--- src/rtl/fifo_pkg.sv ---
// rtl/fifo_pkg.sv - shared types and sizing helpers for the FWFT FIFO
package fifo_pkg;

    typedef struct packed {
        logic empty;
        logic has_data;
        logic almost_full;
        logic full;
        logic overflow;
        logic underflow;
    } fifo_flags_t;

    function automatic int depth_of(input int addr_width);
        return 1 << addr_width;
    endfunction

    function automatic int count_width(input int addr_width);
        return addr_width + 1;
    endfunction

endpackage

--- src/rtl/fifo_sdp_ram.sv ---
// rtl/fifo_sdp_ram.sv - simple dual-port RAM, synchronous write-first read
module fifo_sdp_ram #(
    parameter int DATA_WIDTH = 8,
    parameter int ADDR_WIDTH = 4,
    parameter int ENTRIES    = 15
) (
    input  logic                  clk,
    input  logic                  we,
    input  logic [ADDR_WIDTH-1:0] waddr,
    input  logic [DATA_WIDTH-1:0] wdata,
    input  logic [ADDR_WIDTH-1:0] raddr,
    output logic [DATA_WIDTH-1:0] rdata
);

    logic [DATA_WIDTH-1:0] mem [ENTRIES];

    // Write-first so a word written to the read address is visible on the next cycle.
    always_ff @(posedge clk) begin
        if (we) begin
            mem[waddr] <= wdata;
        end
        rdata <= (we && (waddr == raddr)) ? wdata : mem[raddr];
    end

endmodule

--- src/rtl/sync_fifo_fwft_ovf.sv ---
// rtl/sync_fifo_fwft_ovf.sv - single-clock FWFT FIFO with sticky over/underflow flags
// Define SYNC_FIFO_FWFT_DROP_CNT_EN to build the saturating drop counter.
module sync_fifo_fwft_ovf
    import fifo_pkg::*;
#(
    parameter int DATA_WIDTH     = 8,
    parameter int ADDR_WIDTH     = 4,
    parameter int RESERVE        = 8,
    parameter int DROP_CNT_WIDTH = 16
) (
    input  logic                      clk,
    input  logic                      rst,
    input  logic                      wr_en,
    input  logic [DATA_WIDTH-1:0]     wr_data,
    output logic                      full,
    output logic                      almost_full,
    input  logic                      rd_en,
    output logic [DATA_WIDTH-1:0]     rd_data,
    output logic                      has_data,
    output logic                      empty,
    output logic [ADDR_WIDTH:0]       count,
    output logic                      overflow,
    output logic                      underflow,
    input  logic                      clr_flags,
    output logic [DROP_CNT_WIDTH-1:0] drop_cnt
);

    localparam int DEPTH    = depth_of(ADDR_WIDTH);
    localparam int BODY     = DEPTH - 1;
    localparam int CW       = count_width(ADDR_WIDTH);
    localparam int AF_LEVEL = (RESERVE >= DEPTH) ? 0 : DEPTH - RESERVE;
    localparam logic [ADDR_WIDTH-1:0] LAST_PTR = ADDR_WIDTH'(BODY - 1);

    fifo_flags_t           flags;
    logic [CW-1:0]         cnt, cnt_nxt;
    logic [ADDR_WIDTH-1:0] body_cnt, wr_ptr, rd_ptr, rd_ptr_nxt;
    logic [DATA_WIDTH-1:0] ram_q;
    logic wr_acc, rd_acc, head_free, load_body, load_wr, body_wr, ovf_evt, udf_evt;

    function automatic logic [ADDR_WIDTH-1:0] next_ptr(input logic [ADDR_WIDTH-1:0] p);
        return (p == LAST_PTR) ? '0 : p + ADDR_WIDTH'(1);
    endfunction

    // The output register refills from the RAM head, or directly from wr_data when the RAM is empty.
    always_comb begin
        wr_acc     = wr_en & ~flags.full;
        rd_acc     = rd_en & flags.has_data;
        ovf_evt    = wr_en & flags.full;
        udf_evt    = rd_en & flags.empty;
        head_free  = ~flags.has_data | rd_acc;
        load_body  = head_free & (body_cnt != '0);
        load_wr    = head_free & (body_cnt == '0) & wr_acc;
        body_wr    = wr_acc & ~load_wr;
        rd_ptr_nxt = load_body ? next_ptr(rd_ptr) : rd_ptr;
        cnt_nxt    = cnt;
        case ({wr_acc, rd_acc})
            2'b10:   cnt_nxt = cnt + CW'(1);
            2'b01:   cnt_nxt = cnt - CW'(1);
            default: cnt_nxt = cnt;
        endcase
    end

    // RAM is addressed with the post-edge head pointer so its output is always the next word.
    fifo_sdp_ram #(
        .DATA_WIDTH(DATA_WIDTH),
        .ADDR_WIDTH(ADDR_WIDTH),
        .ENTRIES   (BODY)
    ) u_ram (
        .clk  (clk),
        .we   (body_wr),
        .waddr(wr_ptr),
        .wdata(wr_data),
        .raddr(rd_ptr_nxt),
        .rdata(ram_q)
    );

    always_ff @(posedge clk or posedge rst) begin
        if (rst) begin
            cnt      <= '0;
            body_cnt <= '0;
            wr_ptr   <= '0;
            rd_ptr   <= '0;
            rd_data  <= '0;
            flags    <= '{empty: 1'b1, has_data: 1'b0, almost_full: (RESERVE >= DEPTH),
                          full: 1'b0, overflow: 1'b0, underflow: 1'b0};
        end else begin
            cnt    <= cnt_nxt;
            rd_ptr <= rd_ptr_nxt;
            if (body_wr) begin
                wr_ptr <= next_ptr(wr_ptr);
            end
            case ({body_wr, load_body})
                2'b10:   body_cnt <= body_cnt + ADDR_WIDTH'(1);
                2'b01:   body_cnt <= body_cnt - ADDR_WIDTH'(1);
                default: body_cnt <= body_cnt;
            endcase
            if (load_body) begin
                rd_data <= ram_q;
            end else if (load_wr) begin
                rd_data <= wr_data;
            end
            flags.empty       <= (cnt_nxt == '0);
            flags.has_data    <= (cnt_nxt != '0);
            flags.full        <= (cnt_nxt == CW'(DEPTH));
            flags.almost_full <= (cnt_nxt >= CW'(AF_LEVEL));
            if (ovf_evt) begin
                flags.overflow <= 1'b1;
            end else if (clr_flags) begin
                flags.overflow <= 1'b0;
            end
            if (udf_evt) begin
                flags.underflow <= 1'b1;
            end else if (clr_flags) begin
                flags.underflow <= 1'b0;
            end
        end
    end

`ifdef SYNC_FIFO_FWFT_DROP_CNT_EN
    logic [DROP_CNT_WIDTH-1:0] drops;

    always_ff @(posedge clk or posedge rst) begin
        if (rst) begin
            drops <= '0;
        end else if (ovf_evt) begin
            if (clr_flags) begin
                drops <= DROP_CNT_WIDTH'(1);
            end else if (~&drops) begin
                drops <= drops + DROP_CNT_WIDTH'(1);
            end
        end else if (clr_flags) begin
            drops <= '0;
        end
    end

    assign drop_cnt = drops;
`else
    assign drop_cnt = '0;
`endif

    assign count       = cnt;
    assign full        = flags.full;
    assign almost_full = flags.almost_full;
    assign has_data    = flags.has_data;
    assign empty       = flags.empty;
    assign overflow    = flags.overflow;
    assign underflow   = flags.underflow;

endmodule

--- config.mk ---
export PLATFORM = sky130hd
export DESIGN_NAME = sync_fifo_fwft_ovf
export DESIGN_NICKNAME = d
export VERILOG_FILES = /design/src/rtl/fifo_pkg.sv /design/src/rtl/fifo_sdp_ram.sv /design/src/rtl/sync_fifo_fwft_ovf.sv
export SDC_FILE = /design/constraint.sdc
export NUM_CORES = 1
export LEC_CHECK = 0
export ABC_AREA = 1
export CORE_ASPECT_RATIO = 0.9
export CORE_UTILIZATION = 40
export DETAILED_ROUTE_END_ITERATION = 12
export SETUP_SLACK_MARGIN = 0.05
export SLEW_MARGIN = 40
export SYNTH_ARGS = -nofsm -noshare
export SYNTH_HDL_FRONTEND = slang
export SYNTH_SLANG_ARGS = --single-unit
--- constraint.sdc ---
create_clock -name clk -period 5.65 [get_ports clk]
set_clock_uncertainty 0.05 [all_clocks]
set_input_delay 1.13 -clock clk [delete_from_list [all_inputs] [get_ports clk]]
set_output_delay 1.13 -clock clk [all_outputs]
set_load 0.01 [all_outputs]
==> results of run 1 <==
worst paths after layout:
check                                   startpoint                      end  slack, ps  cells after the start
setup / recovery                             rd_en  body_cnt[3]$_DFFE_PP0P_       2220                     11
hold / removal             body_cnt[0]$_DFFE_PP0P_  body_cnt[0]$_DFFE_PP0P_        450                      1
setup reg to reg                          register   rd_data[6]$_DFFE_PP0P_       2850                      9
hold reg to reg            body_cnt[0]$_DFFE_PP0P_  body_cnt[0]$_DFFE_PP0P_        450                      1
max in group asynchronous                      rst          empty$_DFF_PP1_       4190                      3
min in group asynchronous                      rst       count[2]$_DFF_PP0_       1030                      3
area by class of cell:
cell class,instances,share of cell area [%]
well taps,207,3.35
clock inverters,15,2.20
clock buffers,17,5.50
flip-flops and latches,155,57.6
inverters,43,2.09
multi-input cells,409,24.6
repair buffers,37,4.59
cells in the mapped netlist, types with 2 or more instances:
| cell type | number |
|---|---|
| xnor2_1 | 2 |
| nand2_1 | 113 |
| dfrtp_1 | 30 |
| clkbuf_1 | 7 |
| nor3_1 | 3 |
| nand3_1 | 49 |
| nand2_2 | 3 |
| o211ai_1 | 8 |
| a21oi_1 | 25 |
| ha_1 | 6 |
| buf_2 | 12 |
| o21ai_0 | 54 |
| xor2_1 | 3 |
| edfxtp_1 | 120 |
| nor2_1 | 114 |
| buf_4 | 20 |
| nand4_1 | 4 |
| dfxtp_1 | 4 |
| inv_1 | 42 |
worst register-to-register path, delay by kind of cell, from the launching register on:
family | cells | cell delay, ps
DFF | 1 | 310
AOI/OAI and AO/OA | 2 | 490
buffers and inverters | 3 | 1470
and+or+nand+nor | 4 | 370
per-stage QoR:
step / std cells / setup slack (ps)
6_report: 883 / 2220
5_1_grt: 883 / 2020
4_1_cts: 883 / 2260
3_5_place_dp: 851 / 1780
3_3_place_gp: 851 / 1920
2_1_floorplan: 647 / 2740
state kept, by name (all words and copies together) (netlist names), 4 cells and up, named ones only:
signal and cells:
rd_ptr 4, wr_ptr 4, count 5, rd_data 8, u_ram.mem 120, body_cnt 4
routing by layer:
layer	track usage (%)	part of all wire (%)	vias up
met2	27.9	48	82
met1	22.0	47	2113
met3	3.84	3.3	12
met4	7.80	1.6	0
li1	-	-	2175
met5	0	0	-
layout by cell type, fill, tap and decap left out, drive strengths merged, types with 2 or more instances in the layout:
cell type / count
buf: 6
xnor2: 2
a21oi: 25
conb: 16
nand3: 49
clkinvlp: 2
o21ai: 54
bufinv: 3
nor3: 3
clkinv: 8
dfrtp: 30
nand2: 116
nand4: 4
clkbuf: 17
dfxtp: 4
ha: 6
clkdlybuf4s50: 31
inv: 45
nor2: 115
o211ai: 8
edfxtp: 120
xor2: 4
kinds of logic after synthesis:
family | Yosys count
other cells | 1
flops | 155
xor+xnor | 6
buf+inv | 83
mux | 1
fa+ha+maj | 7
compound gates | 89
simple gates | 290
report_power, final:
group / leakage [uW] / internal (uW) / switching, uW
registers: 0.00148 / 1460 / 150
clock network: 0.000287 / 692 / 448
logic: 0.00122 / 534 / 963
total: 0.00299 / 2680 / 1560
==> impl_summary.txt, run 1 <==
----------------------------------------------------
[Route]
  Length of the first detailed-routing pass in iterations ... 9
  Detailed Route WL ... around 14000 um
  Via-per-instance ratio ... 4.96
  Post-detailed-route DRC marker count ... 8
  Remaining antenna violation count after routing ... 0
  Total number of vias ... 4382
  Iter 0 DRT Violations ... 293
  WL/cell ... 15.7 um

[Finish]
  Number of nets at the end of the flow ... 683
  Layout overhead on the synthesized area ... 15.7%
  Post-Layout Inst Area ... 7740 um^2
  Filler instances ... 1428
  Share of post-route cells with drive strength above 1 ... between 7 and 8%
  Antenna cell count ... 0
  Final cell utilization of the core ... between 40% and 50%
  Area taken by multi-input logic gates ... 1910 um^2
  Sequential Area ... approximately 4500 um^2

[Timing]
  Post-layout minimum cycle time ... 3430 ps
  Total negative setup slack ... 0 ps
  RSZ-0062 raised after global routing ... no
  Worst rel slew slack ... 45.6%
  Final number of hold-violating endpoints ... 0
  Highest attainable clock frequency ... 291 MHz
  Worst hold margin ... 452 ps
  Share of the cycle needed by the critical path after routing ... around three fifths
  Setup violators final ... 0
  Pins over their slew limit ... 0
  Slew @ Worst Pin ... 813 ps

[Outcome]
  Outcome ... finished, violations left
  Violated checks ... design-rule violations

[Job]
  Max_cap viols ... 0

[Power]
  Worst ir drop on vdd ... 258 uV
  Power per unit of standard cell area ... 548 nW/um^2
  Static leakage ... about 0.003 uW
  Post-layout power ... ~4200 uW

[GRT]
  Global-route wire length before repair ... 22100 um
  Pin count of the biggest net entering global routing ... 58
  Number of global-route vias before repair ... 4232
  Number of antenna violations at the first check in global routing ... 0
  Global-route congestion overflow total ... 0
  Gr usage total ... 17.2%

[Synthesis]
  Cell types with the largest area share after synthesis ... edfxtp_1, dfrtp_1, nor2_1, nand2_1, o21ai_0
  Fraction of the mapped netlist area in simple logic gates ... approximately 18%
  Synthesized-area fraction occupied by adder cells ... 1.42%
  Predominant post-synthesis flop cell ... edfxtp_1
  Portion of netlist area occupied by mux cells ... 0.168%
  Post-synthesis xor/xnor area fraction ... 0.898%
  Register area share after synthesis ... between 60 and 70%
  Main combinational cell family by area after synthesis ... simple AND/OR/NAND/NOR gates
  Complex-gate fraction of the synthesized area ... 7.07%
  Portion of synthesized cell area occupied by the leading cell type ... 53.9%
  Number of synthesized flops with an enable pin ... 120
  Largest area contributor in the synthesized netlist ... edfxtp_1
  Post-synthesis instance area ... 6690 um^2
  Synthesized area per cell ... 10.6 um^2
  Share of flip-flops with an asynchronous set or reset after synthesis ... 20.0%
  Number of different library cells in the post-synthesis netlist ... 32
  Number of synthesized register bits ... 155
  Post-synthesis cell count ... 632
  YS warnings ... 0

[Clock tree]
  TritonCTS Sinks ... approximately 160
  Number of hold buffers added after cts ... 0
  Number of buffers added by the clock tree synthesis step ... 17
  Clock tree from TritonCTS ... built
  # Post-CTS Setup Buffers ... 0
  Number of gates resized after cts ... 0
  Clock latency on the worst-skew pair ... 430 ps
  Root Buffer Master ... clkbuf_16
  Clock transition at the register clock pins on the worst setup and hold paths after CTS ... 60 ps
  CTS Buffer Depth ... 2
  # H-tree levels ... 4

[Placement]
  Final HPWL DP ... 9100 um
  Gpl congestion ... 0.838
  Post-Place Cell Area ... 7120 um^2
  Port bufs ... 31

[Floorplanning]
  Area enclosed by the die boundary ... 17200 um^2
  Core Box Area ... 16200 um^2
  Row Count ... 44
  Total I/O pin count ... 48
  Die X ... approximately 140 um
  Y dimension of the die ... 125 um
  Starting density of the core ... 41.2%

[Critical path]
  Max incr delay on CP ... around 500 ps
  Arrival time worst endpoint ... 3700 ps
  Slowest stage cell on the critical path ... clkdlybuf4s50_1
  Largest fanout on the critical path ... 12
  Critical path's top delay family ... buffers and inverters
  Worst setup path class ... in -> reg
  Ordered cell list for the critical path ... clkdlybuf4s50_1, inv_1, nand2_1, nand2_1, inv_1, ha_1, ha_1, a21oi_1, o21ai_0, xor2_1, mux2_2
  Data required time of the worst path ... 5920 ps
  Worst Setup Start Kind ... input port
  Type of destination of the critical path ... register
  Buf+Inv Stages, Crit Path ... 3

[Hold path]
  Kind of path behind the tightest hold check ... reg -> reg

----------------------------------------------------
No activity file was read; power rests on OpenSTA's default activity.
==> run 2, diff against run 1 <==
Clock period 5.65 ns to 3 ns, I/O delays scaled along.
==> impl_summary.txt, run 2 (synthesis gave the netlist of run 1 again) <==
----------------------------------------------------
[Floorplanning]
  Die X ... 138 um (unchanged)
  Starting density of the core ... 41.2% (unchanged)
  Row Count ... 44 (unchanged)
  Area enclosed by the die boundary ... 17200 um^2 (unchanged)
  Core Box Area ... 16200 um^2 (unchanged)
  Y dimension of the die ... 125 um (unchanged)
  Total I/O pin count ... 48 (unchanged)

[Critical path]
  Slowest stage cell on the critical path ... clkdlybuf4s50_1
  Largest fanout on the critical path ... 3 (-9)
  Worst setup path class ... in -> reg
  Data required time of the worst path ... 3260 ps (-2660 ps)
  Total stage count of the critical path ... 16 (+5)
  Critical path's most frequent cell ... nor2_1
  Worst Setup Start Kind ... input port
  Register-to-register setup slack ... 780 ps (-2070 ps)
  Count of cells along the worst register-to-register path ... 10 (+1)
  Type of destination of the critical path ... register
  Arrival time worst endpoint ... 2700 ps (-1000 ps)
  Buf+Inv Stages, Crit Path ... 4 (+1)
  Critical path's top delay family ... simple AND/OR/NAND/NOR gates
  Max incr delay on CP ... 480 ps (-30 ps)
  RR Startpoint ... body_cnt[2]$_DFFE_PP0P_
  Ordered cell list for the critical path ... clkdlybuf4s50_1, inv_1, nor2_1, inv_1, ha_1, nor2_1, nor2_1, ha_1, a21oi_1, nand2_1, nand3_1, nand2_1, nor2_1, inv_1, nor2_1, nand2_1
  Capturing point of the worst reg2reg path ... body_cnt[3]$_DFFE_PP0P_

[GRT]
  Global-route wire length before repair ... 22500 um (+1.9%)
  Gr usage total ... 17.3% (+0.13 points)
  Number of antenna violations at the first check in global routing ... 0 (unchanged)
  Pin count of the biggest net entering global routing ... 57 (-1.7%)
  Global-route congestion overflow total ... 0 (unchanged)
  Number of global-route vias before repair ... 4369 (+3.2%)

[Timing]
  Total negative setup slack ... 0 ps (unchanged)
  Slew @ Worst Pin ... 702 ps (-111 ps)
  Setup violators final ... 0 (unchanged)
  Final number of hold-violating endpoints ... 0 (unchanged)
  Worst hold margin ... 429 ps (-22.8 ps)
  Share of the cycle needed by the critical path after routing ... 81.4%
  Worst rel slew slack ... 53.1% (+7.5 points)
  Min setup slack post-route ... 558 ps (-1660 ps)
  Highest attainable clock frequency ... 409 MHz
  Post-layout minimum cycle time ... 2440 ps
  Pins over their slew limit ... 0 (unchanged)
  RSZ-0062 raised after global routing ... no

[Placement]
  Final HPWL DP ... 9170 um (+0.76%)
  Instance count after placement with tap cells included ... 870 (+2.2%)
  Post-Place Setup Slack ... 131 ps (-1650 ps)
  Port bufs ... 31 (unchanged)
  Gpl congestion ... 0.860 (+2.7%)

[Finish]
  Area taken by multi-input logic gates ... 1880 um^2 (-1.3%)
  Largest register by flop count ... u_ram.mem
  Share of post-route cells with drive strength above 1 ... 9.06% (+1.2 points)
  Layout overhead on the synthesized area ... 17.5%
  Most common library cell in the layout ignoring fill and taps ... edfxtp_1
  Number of nets at the end of the flow ... 702 (+2.8%)
  Leading cell types in the layout, fill and taps excluded ... edfxtp_1, nor2_1, nand2_1, o21ai_0, nand3_1
  Count of placed standard cells in the final layout, fillers left out ... 902 (+2.2%)
  Sequential Area ... 4460 um^2 (about the same)
  Filler instances ... 1416 (-0.84%)
  Number of flip-flops in the largest register ... 120 (unchanged)
  Antenna cell count ... 0 (unchanged)

[Hold path]
  Hold path startpoint ... body_cnt[0]$_DFFE_PP0P_
  WHS Path Cells ... 1 (unchanged)
  Kind of path behind the tightest hold check ... reg -> reg
  Endpoint of the worst hold-timing path ... body_cnt[0]$_DFFE_PP0P_

[Clock tree]
  Root Buffer Master ... clkbuf_16
  Clock latency on the worst-skew pair ... 420 ps (about the same)
  # Post-CTS Setup Buffers ... 0 (unchanged)
  Number of gates resized after cts ... 0 (unchanged)
  Number of buffers added by the clock tree synthesis step ... 17 (unchanged)
  CTS Buffer Depth ... 2 (unchanged)
  Clock transition at the register clock pins on the worst setup and hold paths after CTS ... 60 ps (about the same)
  Clock tree from TritonCTS ... built
  Number of hold buffers added after cts ... 0 (unchanged)
  # H-tree levels ... 4 (unchanged)
  TritonCTS Sinks ... 155 (unchanged)

[Route]
  Detailed Route WL ... 13900 um (about the same)
  Via-per-instance ratio ... 4.95 (-0.27%)
  Length of the first detailed-routing pass in iterations ... 9 (unchanged)
  Iter 0 DRT Violations ... 352 (+20%)
  Total number of vias ... 4464 (+1.9%)
  Remaining antenna violation count after routing ... 0 (unchanged)
  Post-detailed-route DRC marker count ... 8 (unchanged)
  WL/cell ... 15.4 um (-2.1%)

[Power]
  Post-layout power ... 8070 uW (+90%)
  Static leakage ... 0.00310 uW (+3.5%)
  Power per unit of standard cell area ... 1030 nW/um^2 (+87%)
  Worst ir drop on vdd ... 542 uV (+110%)

[Outcome]
  Outcome ... finished, violations left
  Violated checks ... design-rule violations

[Job]
  Max_cap viols ... 0 (unchanged)

----------------------------------------------------
==> run 2: changes by cell type in the layout (fill, tap and decap cells not counted), sizes merged <==
cell	before	now
clkinv	8	7
buf	6	25
clkbuf	17	18
==> run 2: report_power, final <==
part	total [uW]	internal, uW	switching [uW]
Clock	2140	1310	832
Sequential	2970	2740	235
Combinational	2950	1070	1880
==> run 2: per-stage QoR <==
step	utilization [%]	instance area, um^2
4_1_cts	48.4	7860
2_1_floorplan	-	6740
3_3_place_gp	44.7	7260
5_1_grt	48.4	7860
6_report	48.4	7860
3_5_place_dp	44.7	7260
==> run 2: per-layer routing <==
layer  vias to the layer above  GRT usage, %  share of wire (%)
met3                        14          4.08                4.0
met2                        96          28.2                 48
met1                      2138          22.2                 46
met5                         -             0                  0
li1                       2216             -                  -
met4                         0          7.20                1.8
==> run 2: worst max path at each step <==
stage / to / slack (ps) / start
floorplan: has_data$_DFF_PP0_ / 620 / wr_en
global placement: has_data$_DFF_PP0_ / 130 / wr_en
detailed placement: has_data$_DFF_PP0_ / 130 / wr_en
CTS: has_data$_DFF_PP0_ / 570 / wr_en
global route: has_data$_DFF_PP0_ / 310 / wr_en
finish: has_data$_DFF_PP0_ / 560 / wr_en
==> run 2: area by class of cell <==
class,count,share of cell area (%)
Inverter,43,2.05
Tap cell,207,3.29
Clock inverter,14,2.18
Multi-Input combinational cell,409,23.9
Clock buffer,18,5.46
Timing Repair Buffer,56,6.33
Sequential cell,155,56.7
==> run 3, diff against run 2 <==
Clock period 3 ns to 2.4 ns, I/O delays scaled along.
==> impl_summary.txt, run 3 (synthesis gave the netlist of run 1 again) <==
----------------------------------------------------
[Critical path]
  Type of destination of the critical path ... register
  Worst Setup Start Kind ... input port
  Ordered cell list for the critical path ... clkdlybuf4s50_1, inv_1, nor2_2, inv_2, ha_4, nor2_2, nor2_4, ha_1, nand2_2, nand2_2, or2_1, nor2_2, inv_1, nor2_1, nand2_1
  Slowest stage cell on the critical path ... clkdlybuf4s50_1
  Data required time of the worst path ... 2670 ps (-590 ps)
  Critical path's most frequent cell ... nor2_2
  Largest fanout on the critical path ... 3 (unchanged)
  Arrival time worst endpoint ... 2550 ps (-150 ps)
  Worst setup path class ... in -> reg
  Max incr delay on CP ... 470 ps (about the same)

[GRT]
  Pin count of the biggest net entering global routing ... 32 (-44%)
  Global-route wire length before repair ... 22800 um (+1.4%)
  Gr usage total ... 17.5% (+0.18 points)
  Number of antenna violations at the first check in global routing ... 0 (unchanged)
  Number of global-route vias before repair ... 4469 (+2.3%)
  Global-route congestion overflow total ... 0 (unchanged)

[Finish]
  Leading cell types in the layout, fill and taps excluded ... edfxtp_1, nand2_1, nor2_1, o21ai_0, nand3_1
  Largest register by flop count ... u_ram.mem
  Filler instances ... 1415 (-0.071%)
  Layout overhead on the synthesized area ... 20.7%
  Area taken by multi-input logic gates ... 1930 um^2 (+2.7%)
  Most common library cell in the layout ignoring fill and taps ... edfxtp_1
  Antenna cell count ... 0 (unchanged)
  Share of post-route cells with drive strength above 1 ... 13.2% (+4.1 points)
  Count of placed standard cells in the final layout, fillers left out ... 919 (+1.9%)
  Sequential Area ... 4460 um^2 (unchanged)
  Number of nets at the end of the flow ... 719 (+2.4%)
  Number of flip-flops in the largest register ... 120 (unchanged)

[Floorplanning]
  Y dimension of the die ... 125 um (unchanged)
  Row Count ... 44 (unchanged)
  Starting density of the core ... 41.2% (unchanged)
  Die X ... 138 um (unchanged)
  Core Box Area ... 16200 um^2 (unchanged)
  Total I/O pin count ... 48 (unchanged)
  Area enclosed by the die boundary ... 17200 um^2 (unchanged)

[Clock tree]
  CTS Buffer Depth ... 2 (unchanged)
  # H-tree levels ... 4 (unchanged)
  Number of buffers added by the clock tree synthesis step ... 17 (unchanged)
  Clock transition at the register clock pins on the worst setup and hold paths after CTS ... 60 ps (about the same)
  # Post-CTS Setup Buffers ... 0 (unchanged)
  Clock latency on the worst-skew pair ... 420 ps (about the same)
  Root Buffer Master ... clkbuf_16
  Number of gates resized after cts ... 0 (unchanged)
  TritonCTS Sinks ... 155 (unchanged)
  Number of hold buffers added after cts ... 0 (unchanged)
  Clock tree from TritonCTS ... built

[Job]
  Max_cap viols ... 0 (unchanged)

[Timing]
  Setup violators final ... 0 (unchanged)
  Pins over their slew limit ... 0 (unchanged)
  Worst rel slew slack ... 53.8% (+0.71 points)
  Post-layout minimum cycle time ... 2280 ps
  Slew @ Worst Pin ... 693 ps (-9.29 ps)
  RSZ-0062 raised after global routing ... yes
  Highest attainable clock frequency ... 439 MHz
  Worst hold margin ... 379 ps (-50.4 ps)
  Share of the cycle needed by the critical path after routing ... around 95%
  Final number of hold-violating endpoints ... 0 (unchanged)
  Min setup slack post-route ... 120 ps (-438 ps)

[Outcome]
  Outcome ... finished, violations left
  Violated checks ... design-rule violations

[Route]
  Post-detailed-route DRC marker count ... 8 (unchanged)
  Remaining antenna violation count after routing ... 0 (unchanged)
  Detailed Route WL ... 14400 um (+3.4%)
  Length of the first detailed-routing pass in iterations ... 9 (unchanged)
  WL/cell ... 15.6 um (+1.5%)
  Via-per-instance ratio ... 5.04 (+1.8%)
  Iter 0 DRT Violations ... 296 (-16%)
  Total number of vias ... 4630 (+3.7%)

[Placement]
  Final HPWL DP ... 9710 um (+5.9%)
  Port bufs ... 31 (unchanged)
  Instance count after placement with tap cells included ... 887 (+2.0%)
  Gpl congestion ... 0.878 (+2.1%)
  Post-Place Setup Slack ... -384 ps (-515 ps)

[Hold path]
  Kind of path behind the tightest hold check ... in -> async

[Power]
  Power per unit of standard cell area ... 1300 nW/um^2 (+26%)
  Worst ir drop on vdd ... 570 uV (+5.1%)
  Static leakage ... 0.00320 uW (+3.2%)

----------------------------------------------------
run 3: path summary, 6_finish.rpt:
path                                               from                      end  slack (ps)  cells after the start
worst max register to register  body_cnt[2]$_DFFE_PP0P_  body_cnt[3]$_DFFE_PP0P_         230                     10
worst max-delay path                              wr_en       has_data$_DFF_PP0_         120                     15
max in group asynchronous                           rst          empty$_DFF_PP1_        1600                      3
worst min-delay path                                rst       count[3]$_DFF_PP0_         380                      3
worst min register to register  body_cnt[0]$_DFFE_PP0P_  body_cnt[0]$_DFFE_PP0P_         430                      1
min in group clk                body_cnt[0]$_DFFE_PP0P_  body_cnt[0]$_DFFE_PP0P_         430                      1
run 3: final cells by class:
class,count,share of cell area [%]
Clock buffer,18,5.32
Clock inverter,14,2.40
Inverter,43,2.00
Multi-Input combinational cell,409,23.9
Sequential cell,155,55.2
Tap cell,207,3.21
Timing Repair Buffer,73,7.90
run 3: power by group:
group / total [uW] / switching (uW) / internal, uW
registers: 3730 / 310 / 3420
logic: 3920 / 2400 / 1520
clock network: 2810 / 1070 / 1750
run 3: metrics by stage:
step	utilization, %	power (uW)	TNS (ps)	instance area (um^2)
2_1_floorplan	-	6250	0	6740
3_3_place_gp	45.6	7500	-1940	7400
3_5_place_dp	45.6	7610	-3730	7400
4_1_cts	49.4	10400	0	8020
5_1_grt	49.7	11100	0	8070
6_report	49.7	10500	0	8070
run 3: routing by layer:
metal  wire length [um]  GRT usage [%]
met1               6520           21.7
met3                530           4.04
met2               7070           29.5
met4                252           7.27
met5                  0              0
run 3: critical path: cells and delay by family:
kind / cells / cell delay (ps)
and+or+nand+nor: 9 / 940
buffers and inverters: 4 / 650
adders and majority gates: 2 / 450
